$ cat src/rtl/cdb_arbiter.sv
// CDB writeback arbiter: per-source result FIFOs, up to 3 round-robin grants per cycle; `CDB_ARB_BYPASS_EN lets an empty FIFO's live input compete directly.
// Latency: 1 cycle with bypass, 2 cycles without (push, grant, registered bus).
// No backpressure: src_full is advisory, and a result arriving at a full FIFO is dropped and flagged in sticky overflow.
module cdb_arbiter #(
    parameter int NUM_SRC    = 4,
    parameter int FIFO_DEPTH = 4
) (
    input  logic                  clk,
    input  logic                  rst,
    input  logic [NUM_SRC-1:0]    src_en,
    input  logic [5*NUM_SRC-1:0]  src_vregid,
    input  logic [32*NUM_SRC-1:0] src_val,
    output logic [NUM_SRC-1:0]    src_full,
    output logic [NUM_SRC-1:0]    overflow,
    output logic                  writeback1_en,
    output logic [4:0]            writeback1_vregid,
    output logic [31:0]           writeback1_val,
    output logic                  writeback2_en,
    output logic [4:0]            writeback2_vregid,
    output logic [31:0]           writeback2_val,
    output logic                  writeback3_en,
    output logic [4:0]            writeback3_vregid,
    output logic [31:0]           writeback3_val
);
    localparam int PW = $clog2(FIFO_DEPTH);
    localparam int CW = $clog2(FIFO_DEPTH + 1);
    localparam int IW = $clog2(NUM_SRC);

    typedef logic [PW-1:0] ptr_t;
    typedef logic [CW-1:0] cnt_t;
    typedef logic [IW-1:0] src_t;
    typedef logic [IW:0]   scan_t;

    typedef struct packed {
        logic [4:0]  vregid;
        logic [31:0] val;
    } res_t;

    res_t mem    [NUM_SRC][FIFO_DEPTH];
    ptr_t rd_ptr [NUM_SRC];
    ptr_t wr_ptr [NUM_SRC];
    cnt_t cnt    [NUM_SRC];
    cnt_t cnt_nxt[NUM_SRC];
    src_t rr_ptr;

    res_t live [NUM_SRC];
    res_t cand [NUM_SRC];
    logic [NUM_SRC-1:0] has_head;
    logic [NUM_SRC-1:0] cand_vld;
    logic [NUM_SRC-1:0] grant;
    logic [NUM_SRC-1:0] pop;
    logic [NUM_SRC-1:0] push;
    logic [NUM_SRC-1:0] drop;

    logic [2:0] slot_vld;
    src_t       slot_src [3];
    logic [1:0] ngrant;
    src_t       last_src;
    src_t       rr_nxt;
    scan_t      scan;

    logic       bus_en  [3];
    res_t       bus_res [3];

    // Candidate per source: FIFO head first so a source never overtakes its own backlog.
    always_comb begin
        for (int i = 0; i < NUM_SRC; i++) begin
            live[i].vregid = src_vregid[5*i +: 5];
            live[i].val    = src_val[32*i +: 32];
            has_head[i]    = (cnt[i] != '0);
            cand[i]        = has_head[i] ? mem[i][rd_ptr[i]] : live[i];
`ifdef CDB_ARB_BYPASS_EN
            cand_vld[i]    = has_head[i] | src_en[i];
`else
            cand_vld[i]    = has_head[i];
`endif
        end
    end

    always_comb begin
        grant    = '0;
        slot_vld = '0;
        ngrant   = '0;
        last_src = rr_ptr;
        scan     = '0;
        for (int b = 0; b < 3; b++) begin
            slot_src[b] = '0;
        end
        for (int k = 0; k < NUM_SRC; k++) begin
            scan = {1'b0, rr_ptr} + scan_t'(k);
            if (scan >= scan_t'(NUM_SRC)) begin
                scan = scan - scan_t'(NUM_SRC);
            end
            if (cand_vld[scan[IW-1:0]] && (ngrant != 2'd3)) begin
                grant[scan[IW-1:0]] = 1'b1;
                slot_vld[ngrant]    = 1'b1;
                slot_src[ngrant]    = scan[IW-1:0];
                last_src            = scan[IW-1:0];
                ngrant              = ngrant + 2'd1;
            end
        end
        rr_nxt = (last_src == src_t'(NUM_SRC - 1)) ? '0 : last_src + src_t'(1);
    end

    // A bypassed grant consumes the live input, so it must not also be pushed.
    always_comb begin
        for (int i = 0; i < NUM_SRC; i++) begin
            pop[i]     = grant[i] & has_head[i];
            push[i]    = src_en[i] & ~(grant[i] & ~has_head[i]) &
                         ((cnt[i] < cnt_t'(FIFO_DEPTH)) | pop[i]);
            drop[i]    = src_en[i] & ~(grant[i] & ~has_head[i]) &
                         ~((cnt[i] < cnt_t'(FIFO_DEPTH)) | pop[i]);
            cnt_nxt[i] = cnt[i] + cnt_t'(push[i]) - cnt_t'(pop[i]);
        end
    end

    always_ff @(posedge clk) begin
        for (int i = 0; i < NUM_SRC; i++) begin
            if (push[i]) begin
                mem[i][wr_ptr[i]] <= live[i];
            end
        end
    end

    always_ff @(posedge clk) begin
        if (rst) begin
            for (int i = 0; i < NUM_SRC; i++) begin
                rd_ptr[i] <= '0;
                wr_ptr[i] <= '0;
                cnt[i]    <= '0;
            end
            src_full <= '0;
            overflow <= '0;
            rr_ptr   <= '0;
        end else begin
            for (int i = 0; i < NUM_SRC; i++) begin
                if (pop[i]) begin
                    rd_ptr[i] <= rd_ptr[i] + ptr_t'(1);
                end
                if (push[i]) begin
                    wr_ptr[i] <= wr_ptr[i] + ptr_t'(1);
                end
                cnt[i]      <= cnt_nxt[i];
                src_full[i] <= (cnt_nxt[i] >= cnt_t'(FIFO_DEPTH - 1));
                if (drop[i]) begin
                    overflow[i] <= 1'b1;
                end
            end
            if (|grant) begin
                rr_ptr <= rr_nxt;
            end
        end
    end

    // Bus tag/data hold their last value while en is low.
    always_ff @(posedge clk) begin
        if (rst) begin
            for (int b = 0; b < 3; b++) begin
                bus_en[b]  <= 1'b0;
                bus_res[b] <= '0;
            end
        end else begin
            for (int b = 0; b < 3; b++) begin
                bus_en[b] <= slot_vld[b];
                if (slot_vld[b]) begin
                    bus_res[b] <= cand[slot_src[b]];
                end
            end
        end
    end

    assign writeback1_en     = bus_en[0];
    assign writeback1_vregid = bus_res[0].vregid;
    assign writeback1_val    = bus_res[0].val;
    assign writeback2_en     = bus_en[1];
    assign writeback2_vregid = bus_res[1].vregid;
    assign writeback2_val    = bus_res[1].val;
    assign writeback3_en     = bus_en[2];
    assign writeback3_vregid = bus_res[2].vregid;
    assign writeback3_val    = bus_res[2].val;

endmodule
$ cat config.mk
export PLATFORM = sky130hd
export DESIGN_NAME = cdb_arbiter
export DESIGN_NICKNAME = d
export VERILOG_FILES = /design/src/rtl/cdb_arbiter.sv
export SDC_FILE = /design/constraint.sdc
export NUM_CORES = 1
export LEC_CHECK = 0
export ABC_AREA = 1
export CELL_PAD_IN_SITES_DETAIL_PLACEMENT = 1
export CELL_PAD_IN_SITES_GLOBAL_PLACEMENT = 1
export CORE_ASPECT_RATIO = 0.75
export CORE_UTILIZATION = 30
export DETAILED_ROUTE_END_ITERATION = 12
export PLACE_DENSITY_LB_ADDON = 0.1
export REMOVE_ABC_BUFFERS = 1
export SYNTH_ARGS = -nofsm -noshare
export SYNTH_HDL_FRONTEND = slang
export SYNTH_SLANG_ARGS = --single-unit
$ cat constraint.sdc
create_clock -name clk -period 5.7 [get_ports clk]
set_clock_uncertainty 0.2 [all_clocks]
set_input_delay 1.425 -clock clk [delete_from_list [all_inputs] [get_ports clk]]
set_output_delay 1.425 -clock clk [all_outputs]
set_load 0.01 [all_outputs]
==> results.yml <==
global_route:
  grt_pass1_vias: 25700
  top_usage_layer: "met2"
  grt_max_degree: 77
  grtUsageMet1: 0.288
  grt_use_met2: 0.339
  grt_use_met3: 0.0360
  grt_pass1_wl_um: 176000
  antenna_found_initial: 6
  grt-ovfl-total: 0
  grt_usage: 0.210
floorplan:
  ios: 276
  start_util: 0.303
  die_h_um: 292
  die_w_um: 389
  die_area_mm2: 0.114
  core_area_mm2: 0.111
  rows: 106
logic_synthesis:
  ys_types: 36
  post-synth-top-area-cell: "edfxtp_1"
  synth_area_mm2: 0.0337
  synth_area_leaders: "edfxtp_1 64%, o21ai_0 6.1%, nand3_1 5.4%"
  ys_seq_area_frac: 0.656
  synth_top_area_frac: 0.641
  synth-seq-cells: 744
  ys_warn_count: 0
  syn_inst: 3056
  syn_avg_cell_area_um2: 11.0
cts:
  cts_sinks: 744
  clk_latency_ps: 640
  cts_buffers: 84
  post_cts_resized: 0
  path_clk_slew_ps: 60
  tritoncts: "done"
  postCtsSetupBuffers: 0
  h-tree-depth: 3
  cts_buffer_depth: 3
  holdBufCountCts: 0
  cts_root_buf: "clkbuf_16"
place:
  pre_cts_slack_ps: 795
  portBuffers: 275
  gp_congestion: 0.878
  hpwl_um: 78900
drt:
  first_pass_iters: 5
  routed_wl_um: 121000
  viasPerCell: 5.25
  vias: 25100
  drtIter0Drc: 1756
  drtAntennaViolNets: 0
  drc: 0
  wl_per_cell_um: 25.3
status:
  status: "finished clean"
timing:
  worst_pin_slew_ps: 1160
  fin_tns_setup_ps: 0
  rsz0062_at_grt: "false"
  fmax_ghz: 0.205
  finalHoldViolCount: 0
  period_share: 0.857
  report.final.slew_viol_count: 0
  fin_crit_ps: 4880
  fin_ws_ps: 818
  setup_viol: 0
  maxSlewHeadroom: 0.226
finish:
  fillers: 12000
  syn_to_final_growth_pct: 20.3
  regArea_mm2: 0.0221
  layout.nets: 3457
  multi_input_area_mm2: 0.0104
  diodes: 0
  drive_gt1_frac: 0.0779
  postLayoutCoreUtil: 0.364
min_path:
  hold_path_class: "flip-flop to flip-flop"
  hold_path_depth: 2
critical_path:
  worst_r2r_path_depth: 19
  cp-start-kind: "flip-flop"
  critPathRequiredTime_ps: 6040
  worst_ep_arrival_time_ps: 5220
  worst-setup-path-type: "flip-flop to flip-flop"
  cp_max_fo: 10
  end_kind: "flip-flop"
job:
  maxCapViolations: 0
==> cell type report <==
type,count,area share
Clock inverter,44,0.00929
Clock buffer,104,0.0545
Tap cell,1458,0.0450
Sequential cell,744,0.545
Multi-Input combinational cell,1997,0.256
Inverter,93,0.00861
Timing Repair Buffer,343,0.0819
==> cells in the mapped netlist (all sizes together) <==
| master | instances |
|---|---|
| dfxtp | 25 |
| inv | 93 |
| nor2 | 389 |
| o221ai | 74 |
| o21bai | 3 |
| o21ai | 417 |
| or2 | 1 |
| nor3 | 13 |
| o211ai | 74 |
| nand2 | 432 |
| nand3b | 1 |
| ha | 35 |
| mux2i | 37 |
| edfxtp | 719 |
| clkbuf | 109 |
| a21oi | 124 |
| fa | 5 |
| a21boi | 3 |
| buf | 113 |
| nand3 | 378 |
| nand4 | 1 |
| xnor2 | 10 |
==> logic make-up after synthesis <==
logic type,synth area share
flip-flops,0.656
AO/OA/AOI/OAI,0.118
multiplexers,0.0110
adder cells (fa/ha/maj),0.0160
AND/OR/NAND/NOR,0.155
buffers and inverters,0.0418
XOR/XNOR,0.00260
==> flip-flops by register name, summed over array words and instances, names as in the netlist <==
register and count:
bus_res 111, bus_en 3, wr_ptr 8, rd_ptr 8
mem 592, overflow 4, src_full 4, cnt 12
rr_ptr 2
==> stage by stage <==
| step | instances | cell area, µm² | hold WS [ps] |
|---|---|---|---|
| 2_1_floorplan | 2834 | 32600 | 268 |
| 3_3_place_gp | 4635 | 38000 | 247 |
| 6_report | 4783 | 40500 | 259 |
| 5_1_grt | 4783 | 40500 | 295 |
| 3_5_place_dp | 4635 | 38000 | 250 |
| 4_1_cts | 4783 | 40500 | 269 |
==> placed cells by master, fill, tap and decap left out, drive strengths merged <==
cell type        n
buf             69
edfxtp         719
clkinvlp         4
o21ai          417
a21boi           3
ha              35
or2              1
a21oi          124
nand3          378
nand3b           1
clkdlybuf4s50  274
dfxtp           25
fa               5
nor2           389
xnor2           10
inv             97
mux2i           37
o211ai          74
nand2          432
nand4            1
clkbuf         104
bufinv           6
clkinv          30
nor3            13
o21bai           3
o221ai          74
==> metal layers <==
metal	vias to the layer above	share of wire
li1	11500	-
met2	581	0.47
met1	12900	0.46
met4	2	0.028
met3	153	0.044
met5	-	0.000074
==> critical path: stages, from the launching register on <==
cell     delay (ps)
dfxtp_1         600
inv_2           170
ha_1            410
inv_1           150
nand3_2         140
nand2_2         230
fa_1            540
nand3_2         190
nand3_1         100
nand2_1         220
inv_1           130
nand2_1          80
nand3_1         380
inv_1           190
ha_1            170
inv_1            50
fa_1            370
xnor2_1         190
inv_1            80
o21ai_0         190
==> worst paths after layout <==
check                    from           to  slack [ps]
setup / recovery    rr_ptr[1]  src_full[0]         820
hold / removal    overflow[0]  overflow[0]         260
setup reg to reg    rr_ptr[1]  src_full[0]         820
hold reg to reg   overflow[0]  overflow[0]         260
Power is not shown: default switching activity piles up to over one toggle a cycle in this logic, so the estimate is an artifact.
